`config.mk`:
```
export PLATFORM = sky130hd
export DESIGN_NAME = key_decoder
export DESIGN_NICKNAME = d
export VERILOG_FILES = /design/src/rtl/key_decoder.sv
export SDC_FILE = /design/constraint.sdc
export NUM_CORES = 1
export LEC_CHECK = 0
export BUFFER_PORTS_ARGS = -buffer_cell sky130_fd_sc_hd__buf_2
export CORE_ASPECT_RATIO = 0.6
export CORE_UTILIZATION = 53
export DETAILED_ROUTE_END_ITERATION = 10
export MAX_ROUTING_LAYER = met4
export PLACE_DENSITY = 0.75
export SYNTH_ARGS = -nofsm -noshare
export SYNTH_HDL_FRONTEND = slang
export SYNTH_SLANG_ARGS = --single-unit
```
`constraint.sdc`:
```
create_clock -name clk -period 2.1 [get_ports clk]
set_clock_uncertainty 0.2 [all_clocks]
set_input_delay 0.21 -clock clk [delete_from_list [all_inputs] [get_ports clk]]
set_output_delay 0.21 -clock clk [all_outputs]
set_load 0.05 [all_outputs]
```
`src/rtl/key_decoder.sv`:
```
// PS/2 scan-code byte stream to held-key levels (left/right/jump) with a stuck-key watchdog.
// Define ARROWS_EN to decode the extended arrow keys in addition to WASD/Space.
module key_decoder #(
  parameter int TIMEOUT_CYCLES = 130_000_000
) (
  input  logic       clk,
  input  logic       rst,
  input  logic [7:0] rx_data,
  input  logic       rx_valid,
  output logic       left,
  output logic       right,
  output logic       jump
);
  localparam int CW = $clog2(TIMEOUT_CYCLES + 1);

  typedef enum logic [1:0] {IDLE, BREAK, EXT, EXT_BREAK} state_t;

  state_t          r_state;
  logic [CW-1:0]   r_cnt;
  logic            r_k_a, r_k_d, r_k_w, r_k_sp;
  logic            w_k_la, w_k_ra, w_k_ua;
  logic            w_ext, w_brk, w_expire;

  assign w_ext    = (r_state == EXT) || (r_state == EXT_BREAK);
  assign w_brk    = (r_state == BREAK) || (r_state == EXT_BREAK);
  // Expiry fires on the edge where the idle count steps onto TIMEOUT_CYCLES.
  assign w_expire = !rx_valid && (r_cnt == CW'(TIMEOUT_CYCLES - 1));

`ifdef ARROWS_EN
  logic r_k_la, r_k_ra, r_k_ua;
  assign w_k_la = r_k_la;
  assign w_k_ra = r_k_ra;
  assign w_k_ua = r_k_ua;
`else
  assign w_k_la = 1'b0;
  assign w_k_ra = 1'b0;
  assign w_k_ua = 1'b0;
`endif

  always_ff @(posedge clk) begin
    if (rst) begin
      r_state <= IDLE;
      r_cnt   <= '0;
      r_k_a   <= 1'b0;
      r_k_d   <= 1'b0;
      r_k_w   <= 1'b0;
      r_k_sp  <= 1'b0;
`ifdef ARROWS_EN
      r_k_la  <= 1'b0;
      r_k_ra  <= 1'b0;
      r_k_ua  <= 1'b0;
`endif
      left    <= 1'b0;
      right   <= 1'b0;
      jump    <= 1'b0;
    end else begin
      if (rx_valid)
        r_cnt <= '0;
      else if (r_cnt != CW'(TIMEOUT_CYCLES))
        r_cnt <= r_cnt + 1'b1;

      if (rx_valid) begin
        case (rx_data)
          8'hE0: r_state <= EXT;
          8'hF0: r_state <= w_ext ? EXT_BREAK : BREAK;
          default: begin
            r_state <= IDLE;
            // Wrong-prefix bytes fall through the maps untouched.
            if (!w_ext) begin
              case (rx_data)
                8'h1C: r_k_a  <= !w_brk;
                8'h23: r_k_d  <= !w_brk;
                8'h1D: r_k_w  <= !w_brk;
                8'h29: r_k_sp <= !w_brk;
                default: ;
              endcase
            end
`ifdef ARROWS_EN
            else begin
              case (rx_data)
                8'h6B: r_k_la <= !w_brk;
                8'h74: r_k_ra <= !w_brk;
                8'h75: r_k_ua <= !w_brk;
                default: ;
              endcase
            end
`endif
          end
        endcase
      end else if (w_expire) begin
        r_state <= IDLE;
        r_k_a   <= 1'b0;
        r_k_d   <= 1'b0;
        r_k_w   <= 1'b0;
        r_k_sp  <= 1'b0;
`ifdef ARROWS_EN
        r_k_la  <= 1'b0;
        r_k_ra  <= 1'b0;
        r_k_ua  <= 1'b0;
`endif
      end

      left  <= r_k_a | w_k_la;
      right <= r_k_d | w_k_ra;
      jump  <= r_k_w | r_k_sp | w_k_ua;
    end
  end
endmodule

```
Word-level counts from Yosys, hierarchy flattened
Index checks and enable logic that the tools add are counted.
{"block": "totals", "output_inout_bits": 3, "elab_cells": 61, "regBits": 36}
{"block": "classes", "reduce_logical": 12, "mux": 21, "add_sub_neg": 1, "n_eq_ne": 17, "bitwise": 1}
{"cell": "27-bit by 1-bit adder with 27-bit output (second input constant)", "count": 1}
{"cell": "27-bit == test (second input constant)", "count": 1}
{"cell": "27-bit != test (second input constant)", "count": 1}
{"cell": "1-bit 2-to-1 mux", "count": 17}
{"cell": "8-bit by 5-bit == test with 1-bit output (second input constant)", "count": 2}
{"cell": "8-bit by 6-bit == test with 1-bit output (second input constant)", "count": 2}
{"cell": "8-bit == test (second input constant)", "count": 2}
{"cell": "4-bit AND reduction", "count": 4}
{"cell": "2-bit by 1-bit != test with 1-bit output (second input constant)", "count": 4}
{"cell": "2-bit 2-to-1 mux", "count": 3}
{"cell": "2-bit == test (second input constant)", "count": 2}
{"cell": "2-bit != test (second input constant)", "count": 2}
{"cell": "2-bit one-hot mux with 2 select lines", "count": 1}
{"cell": "2-bit OR reduction", "count": 2}
{"cell": "2-bit by 1-bit == test with 1-bit output (second input constant)", "count": 1}
{"cell": "1-bit logical NOT", "count": 2}
{"cell": "1-bit logical OR", "count": 2}
{"cell": "2-bit nonzero test", "count": 1}
{"cell": "1-bit logical AND", "count": 1}
{"cell": "1-bit OR", "count": 1}

Longest topological paths before layout
Gate-level depths: netlist of the first run.
{"block": "logic_depth", "ltp_word": 7, "ltp_mapped": 6}

Least setup slack after synthesis of the first run
Ideal clock, no wire load.
{"block": "synth_timing", "path_type": "register to register", "startpoint": "register r_cnt[0]", "endpoint": "register r_cnt[20]", "path_slack_ns": -0.042, "arrival_ns": 1.872, "synth_period_minus_slack_ns": 2.142, "setup_time_ns": 0.070, "n_path_buf": 1, "stages_incl_launch_ff": 7, "path_cell_list": "dfxtp_1 -> ha_1 -> nand4_1 -> or3_1 -> clkbuf_1 -> or4_1 -> a21oi_1"}
{"block": "synth_between", "elab_chain_len": 1, "word_cells_on_any_way": 2}
{"element": "start: declaration", "line_no": "19", "source": "logic [CW-1:0] r_cnt;"}
{"element": "start signal: assignment", "line_no": "60", "source": "r_cnt <= r_cnt + 1'b1;"}
{"element": "27-bit by 1-bit adder with 27-bit output or 27-bit != test (tied branches)", "line_no": "60, 59"}
Several ways; a longest one is shown, not always the timed one.
A chain may end at the register's enable or synchronous reset.

Final worst setup path of the first run
{"block": "layout_timing", "startpoint": "register r_cnt[1]", "endpoint": "register r_cnt[20]"}
The elaborated chain is that of the path after synthesis.

==> results of run 1 <==
==> worst reg2reg max path, delay by kind of cell, from the launching register on <==
kind | cells | cell delay, ps
compound gates | 1 | 150
flops | 1 | 380
simple gates | 3 | 1120
fa+ha+maj | 1 | 140
==> state kept, by name, indices dropped and copies added (netlist names) <==
register and flops:
r_cnt 27, r_state 2, jump 1, left 1, r_k_a 1, r_k_d 1
r_k_sp 1, r_k_w 1, right 1
==> area by class of cell <==
type	instances	area, um^2
Multi-Input combinational cell	156	1040
Fill cell	248	856
Sequential cell	36	734
Timing Repair Buffer	36	238
Clock buffer	8	90.1
Tap cell	42	52.6
Inverter	9	33.8
==> layer usage <==
metal | global-route usage | up-vias
met5 | - | -
li1 | - | 842
met2 | 0.405 | 37
met3 | 0.0602 | 2
met4 | 0.0755 | 0
met1 | 0.375 | 801
==> final timing paths <==
path	endpoint	slack (ps)
max	r_cnt[20]	30
max reg2reg	r_cnt[20]	30
min reg2reg	r_state[0]	280
min	r_state[0]	40
==> Yosys cell counts, types with 6 or more instances <==
| cell type | number | area [um^2] |
|---|---|---|
| xnor2_1 | 8 | 70.1 |
| nor2_1 | 18 | 67.6 |
| nand2_1 | 16 | 60.1 |
| dfxtp_1 | 36 | 721 |
| nand4_1 | 7 | 43.8 |
| a21oi_1 | 13 | 65.1 |
| nand3_1 | 11 | 55.1 |
| o31ai_1 | 6 | 45.0 |
| nor3_1 | 8 | 40.0 |
| inv_1 | 9 | 33.8 |
| or3_1 | 9 | 56.3 |
==> power by group <==
group          total, mW  internal, mW  switching, mW
Combinational     0.0559        0.0195         0.0363
Clock              0.502         0.267          0.235
Sequential         0.687         0.683        0.00321
Total               1.24         0.970          0.274
==> timing repair <==
item,4_1_cts,5_1_grt
buffers inserted,0,4
pin swaps,0,4
setup endpoints to repair,1,13
gates resized for setup,1,10
==> per-stage QoR <==
step	cell area [um^2]	util	setup WS, ps
floorplan	1810	-	12.8
global placement	2030	0.667	-10.4
detailed placement	2030	0.667	10.8
CTS	2120	0.699	7.32
global route	2180	0.719	-12.3
finish	2180	0.719	33.8
==> logic make-up after synthesis <==
logic type      count (synthesis)
mux                             6
fa+ha+maj                       2
xor+xnor                       12
buf+inv                        16
flops                          36
simple gates                  100
compound gates                 36
==> out/summary.txt, run 1 <==
I/O Buffers: 13
M1 WL: 2270 um
final setup vio count: 0
drt pass-1 iters: 4
largest family of logic cells by synthesized area: simple AND/OR/NAND/NOR gates
hpwl dp: 3310 um
crit-path cells: ha_4, nand4_1, or3_4, or4_1, a21oi_1
clock-pin transition on the worst setup and hold timing paths: 70 ps
Antenna Nets Post-Route: 0
GRT overflow: 0
setup TNS: 0 ps
global-route wire length before repair: 7180 um
Slowest cell on crit path: or4_1
syn_nets: 221
DR iter-0 viols: 136
Post-Synth Adder-Cell Area: 0.0139
Peak VDD IR: 540 uV
R2R depth: 5
DRC: 0
Slew HR: 0.655
Die W: 77.4 um
Post-synth EDFFs: 0
DR vias: 1682
CP endpoint kind: flop
Tightest Pin Transition: 516 ps
Clock Sink Count: 36
routed length per instance: 15.2 um
mux share of post-synthesis cell area: 0.0353
routed wl met2: 1850 um
period utilization: 0.984
max_cap viols: 0
n_diodes: 0
antenna violations before repair: 0
register area share after synthesis: 0.399
#FFs+latches synth: 36
effective utilization at floorplan: 0.594
Die Y: 47.2 um
Synth Area in Compound Gates: 0.130
Area Growth Syn to Fin: 21.0%
kind of critical path: flop to flop
max incr delay on CP: 520 ps
root buf cell: clkbuf_8
CP startpoint: r_cnt[1]
CTS tree: yes
Worst Path Buf+Inv: 0
Synth Instances: 208
hold buffers post-CTS: 0
fin nets: 257
synth unique cells: 42
routed wire length: 4380 um
# rows: 15
FF-to-FF Start: r_cnt[1]
leading cell type in the layout, fill and taps excluded: dfxtp_1
Crit path depth: 5
Critical Path RT: 2110 ps
gp weighted congestion: 0.938
Mapped Area: 1810 um^2
Synth Flop Type: dfxtp_1
hold path depth: 3
share of cells above drive strength 1: 0.253
Clock Path Buffers: 2
commonest non-fill, non-tap cells in the layout: dfxtp_1, buf_4, nor2_1
vias in the first global route: 1475
Post-Synth XOR/XNOR Area: 0.0582
fin. max-slew vios: 0
CP top delay family: simple AND/OR/NAND/NOR gates
DR top layer: met4
largest net degree at the start of global routing: 24
Syn. warnings: 0
post-synthesis simple-gate area fraction: 0.322
Non-Filler Instances: 287
vias per inst: 5.86
CP Data Arrival Time: 2080 ps
met3 WL post-DR: 236 um
leakage power: 0.727 nW
HP Class: input pin to flop
Power, Total: 1.24 mW
die area: 3650 um^2
Tot GR Track Use: 0.273
Max Clk Rate: 484 MHz
hold path start: rx_data[4]
average cell area after synthesis: 8.68 um^2
Tmin final: 2070 ps
outcome: finished clean
core area: 3040 um^2
crit-path max FO: 5
PwrDens: 570 nW/um^2
hold_ws: 37.3 ps
Worst-Skew Late Latency: 280 ps
dpl cells: 275
CTS buffer count: 5
Hold Fails Final Rpt: 0
CP Launch Type: flop
CTS H-tree lvls: 2
num ports: 14
async set-reset flop share out of synthesis: 0
Note: power is estimated with default switching activity, not from simulation.
==> inputs of run 2 (changes only) <==
--- a/config.mk
+++ b/config.mk
@@ -10,7 +10,7 @@
 export CORE_UTILIZATION = 53
 export DETAILED_ROUTE_END_ITERATION = 10
 export MAX_ROUTING_LAYER = met4
-export PLACE_DENSITY = 0.75
+export PLACE_DENSITY = 0.85
 export SYNTH_ARGS = -nofsm -noshare
 export SYNTH_HDL_FRONTEND = slang
 export SYNTH_SLANG_ARGS = --single-unit
==> out/summary.txt, run 2 (same netlist as run 1, synthesis figures left out) <==
fin nets: 254
routed wire length: 4320 um
GRT overflow: 0
filler instances: 265
period utilization: 1.01
Clock Path Buffers: 2
DRC: 0
DR vias: 1710
hold_ws: 17.0 ps
Worst-Skew Late Latency: 300 ps
root buf cell: clkbuf_8
failing checks: negative setup slack
Power, Total: 1.25 mW
Tightest Pin Transition: 516 ps
CP endpoint kind: flop
hold buffers post-CTS: 0
Hold Fails Final Rpt: 0
core area: 3040 um^2
crit-path max FO: 6
Die Y: 47.2 um
DR iter-0 viols: 116
CTS tree: yes
gp weighted congestion: 0.894
CP Launch Type: flop
# rows: 15
n_diodes: 0
antenna violations before repair: 0
vias in the first global route: 1514
leading cell type in the layout, fill and taps excluded: dfxtp_1
CP Data Arrival Time: 2150 ps
Antenna Nets Post-Route: 0
Most flops, register: r_cnt
HP Class: input pin to flop
max incr delay on CP: 520 ps
final setup vio count: 1
I/O Buffers: 13
Critical Path RT: 2120 ps
Die W: 77.4 um
fin. max-slew vios: 0
effective utilization at floorplan: 0.594
PwrDens: 581 nW/um^2
max reg flops: 27
Worst Path Buf+Inv: 0
Slowest cell on crit path: or4_1
clock-pin transition on the worst setup and hold timing paths: 70 ps
kind of critical path: flop to flop
Tmin final: 2130 ps
commonest non-fill, non-tap cells in the layout: dfxtp_1, buf_4, nor2_1
crit-path cells: ha_2, nand4_1, or3_4, or4_1, a21oi_1
largest net degree at the start of global routing: 24
max_cap viols: 0
die area: 3650 um^2
largest registers: r_cnt x27, r_state x2
Peak VDD IR: 389 uV
drt pass-1 iters: 4
vias per inst: 6.02
hpwl dp: 3050 um
Max Clk Rate: 470 MHz
routed length per instance: 15.2 um
RSZ-0062 raised after global routing: yes
Clock Sink Count: 36
global-route wire length before repair: 7110 um
CTS buffer count: 5
CTS H-tree lvls: 2
outcome: finished with violations
Tot GR Track Use: 0.267
Slew HR: 0.654
num ports: 14
CP top delay family: simple AND/OR/NAND/NOR gates
share of cells above drive strength 1: 0.244
fin worst setup slack: -28.8 ps
leakage power: 0.714 nW
Area Growth Syn to Fin: 18.8%
-- run 2: worst paths after layout --
check | startpoint | end | slack, ps | depth (start not counted)
worst max-delay path | r_cnt[1] | r_cnt[20] | -30 | 5
worst min-delay path | rx_data[4] | r_state[0] | 20 | 3
worst max register to register | r_cnt[1] | r_cnt[20] | -30 | 5
worst min register to register | r_state[0] | r_state[0] | 280 | 2
-- run 2: through the flow --
step | area [um^2] | TNS (ps) | utilization | worst slack (ps) | cells
after floorplan | 1810 | 0 | - | 12.8 | 208
after global placement | 2010 | 0 | 0.663 | 25.5 | 273
after detailed placement | 2010 | -33.7 | 0.663 | -29.8 | 273
after CTS | 2110 | -11.4 | 0.694 | -11.4 | 281
after global routing | 2150 | -147 | 0.706 | -68.6 | 284
final | 2150 | -28.8 | 0.706 | -28.8 | 284
-- run 2: metal layers --
| layer | global-route usage | vias up | share of wire |
|---|---|---|---|
| met2 | 0.372 | 60 | 0.42 |
| met1 | 0.354 | 799 | 0.50 |
| met5 | - | - | 0 |
| met4 | 0.158 | 0 | 0.020 |
| met3 | 0.0641 | 11 | 0.058 |
| li1 | - | 840 | - |
-- run 2: final cells by class --
| type | count | area, um^2 | share of cell area |
|---|---|---|---|
| clock buffer | 6 | 82.6 | 0.0385 |
| clock inverter | 2 | 10.0 | 0.00466 |
| inverter | 9 | 33.8 | 0.0157 |
| multi-input combinational | 156 | 1020 | 0.476 |
| sequential | 36 | 731 | 0.341 |
| tap | 42 | 52.6 | 0.0245 |
| timing repair buffer | 33 | 215 | 0.100 |
-- run 2: power breakdown --
group | internal [mW] | leakage [nW] | total, mW | switching, mW
combinational | 0.0180 | 0.370 | 0.0520 | 0.0340
sequential | 0.684 | 0.293 | 0.687 | 0.00302
clock | 0.261 | 0.0510 | 0.508 | 0.246
-- run 2: what timing repair did --
item                                    in CTS  in global routing
setup buffers                                0                  3
pin swaps                                    1                  1
gates resized for setup                      2                  6
endpoints found under the setup margin       3                 12
-- run 2: tightest hold or removal path: stages --
cell and delay (ps):
buf_2 120, nand2b_1 60, o32ai_1 70
==> inputs of run 3 (changes only) <==
--- a/config.mk
+++ b/config.mk
@@ -6,7 +6,6 @@
 export NUM_CORES = 1
 export LEC_CHECK = 0
 export BUFFER_PORTS_ARGS = -buffer_cell sky130_fd_sc_hd__buf_2
-export CORE_ASPECT_RATIO = 0.6
 export CORE_UTILIZATION = 53
 export DETAILED_ROUTE_END_ITERATION = 10
 export MAX_ROUTING_LAYER = met4
==> out/summary.txt, run 3 (same netlist as run 1, synthesis figures left out) <==
period utilization: 0.977
Hold Fails Final Rpt: 0
Slowest cell on crit path: or4_2
DP Worst Slack: -16.2 ps
Tot GR Track Use: 0.249
I/O Buffers: 13
CTS H-tree lvls: 2
global-route wire length before repair: 6440 um
fin nets: 257
Slew HR: 0.691
Tightest Pin Transition: 460 ps
max incr delay on CP: 750 ps
final setup vio count: 0
hpwl dp: 2740 um
CP endpoint kind: flop
crit-path max FO: 5
largest net degree at the start of global routing: 24
Critical Path RT: 2170 ps
outcome: finished clean
num ports: 14
# rows: 20
GRT overflow: 0
CTS buffer count: 5
core area: 3150 um^2
crit-path cells: nand4_4, or4_2, or3_1, a21oi_1
Die W: 60.4 um
CTS tree: yes
Area Growth Syn to Fin: 20.7%
DR vias: 1688
Worst-Skew Late Latency: 340 ps
CP Launch Type: flop
Clock Path Buffers: 2
antenna violations before repair: 0
clock-pin transition on the worst setup and hold timing paths: 110 ps
fin worst setup slack: 49.1 ps
routed wire length: 4150 um
DR iter-0 viols: 126
gp weighted congestion: 0.849
Worst Path Buf+Inv: 0
vias per inst: 5.84
PwrDens: 522 nW/um^2
effective utilization at floorplan: 0.573
largest registers: r_cnt x27, r_state x2
n_diodes: 0
drt pass-1 iters: 4
Peak VDD IR: 346 uV
max_cap viols: 0
Die Y: 60.4 um
CP top delay family: simple AND/OR/NAND/NOR gates
CP Data Arrival Time: 2120 ps
routed length per instance: 14.3 um
R2R setup slack: 50 ps
leakage power: 0.715 nW
vias in the first global route: 1447
Power, Total: 1.14 mW
Most flops, register: r_cnt
max reg flops: 27
HP Class: input pin to flop
fin. max-slew vios: 0
root buf cell: clkbuf_4
Tmin final: 2050 ps
Clock Sink Count: 36
leading cell type in the layout, fill and taps excluded: dfxtp_1
share of cells above drive strength 1: 0.249
die area: 3640 um^2
Antenna Nets Post-Route: 0
DRC: 0
Max Clk Rate: 488 MHz
commonest non-fill, non-tap cells in the layout: dfxtp_1, buf_4, nor2_1
kind of critical path: flop to flop
[run 3: cell types whose count changed in the layout (fill, tap and decap cells not counted), moves of 2 or more]
cell / previous run / this run
clkbuf_1: 0 / 2
clkbuf_4: 0 / 5
clkbuf_8: 6 / 1
clkinv_2: 2 / 0
dfxtp_2: 5 / 3
dfxtp_4: 1 / 3
dlygate4sd3_1: 0 / 2
[run 3: worst paths after layout]
check / cells past startpoint / endpoint / from
worst min register to register: 2 / r_state[0] / r_state[0]
worst max register to register: 4 / r_cnt[23] / r_cnt[12]
worst min-delay path: 3 / r_k_a / rx_data[0]
worst max-delay path: 4 / r_cnt[23] / r_cnt[12]
[run 3: power breakdown]
group / total, mW / leakage, nW / internal (mW) / switching, mW
Combinational: 0.0548 / 0.388 / 0.0206 / 0.0343
Clock: 0.397 / 0.0326 / 0.165 / 0.231
Sequential: 0.685 / 0.294 / 0.682 / 0.00323
Total: 1.14 / 0.715 / 0.868 / 0.269
[run 3: area by class of cell]
cell class / count / area [um^2]
multi-input combinational: 157 / 1060
fill: 270 / 973
sequential: 36 / 736
timing repair buffer: 35 / 235
clock buffer: 8 / 58.8
tap: 44 / 55.1
inverter: 9 / 33.8
[run 3: per-layer routing]
layer | share of wire | up-vias | global-route usage
li1 | - | 847 | -
met1 | 0.45 | 790 | 0.304
met2 | 0.49 | 42 | 0.396
met3 | 0.043 | 9 | 0.0576
met4 | 0.017 | 0 | 0.103
met5 | 0 | - | -
[run 3: repair_timing]
item / 4_1_cts / 5_1_grt
endpoints found under the setup margin: 2 / 15
cloned: 0 / 1
buffers inserted: 0 / 4
gates resized for setup: 2 / 14
pin swaps: 0 / 5
hold buffers: 2 / 0
endpoints found under the hold margin: 8 / 0
[run 3: tightest hold or removal path, cell delays in order]
cell	delay [ps]
buf_2	120
or3_1	110
a31oi_1	70
[run 3: metrics by stage]
| stage | setup TNS, ps | cell area [um^2] | instances | utilization | hold WS (ps) |
|---|---|---|---|---|---|
| 3_3_place_gp | 0 | 2010 | 274 | 0.637 | 260 |
| 5_1_grt | -17.1 | 2180 | 289 | 0.691 | 24.0 |
| 4_1_cts | 0 | 2090 | 284 | 0.662 | 17.7 |
| 6_report | 0 | 2180 | 289 | 0.691 | 13.3 |
| 3_5_place_dp | -17.4 | 2010 | 274 | 0.637 | 270 |
| 2_1_floorplan | 0 | 1810 | 208 | - | 177 |
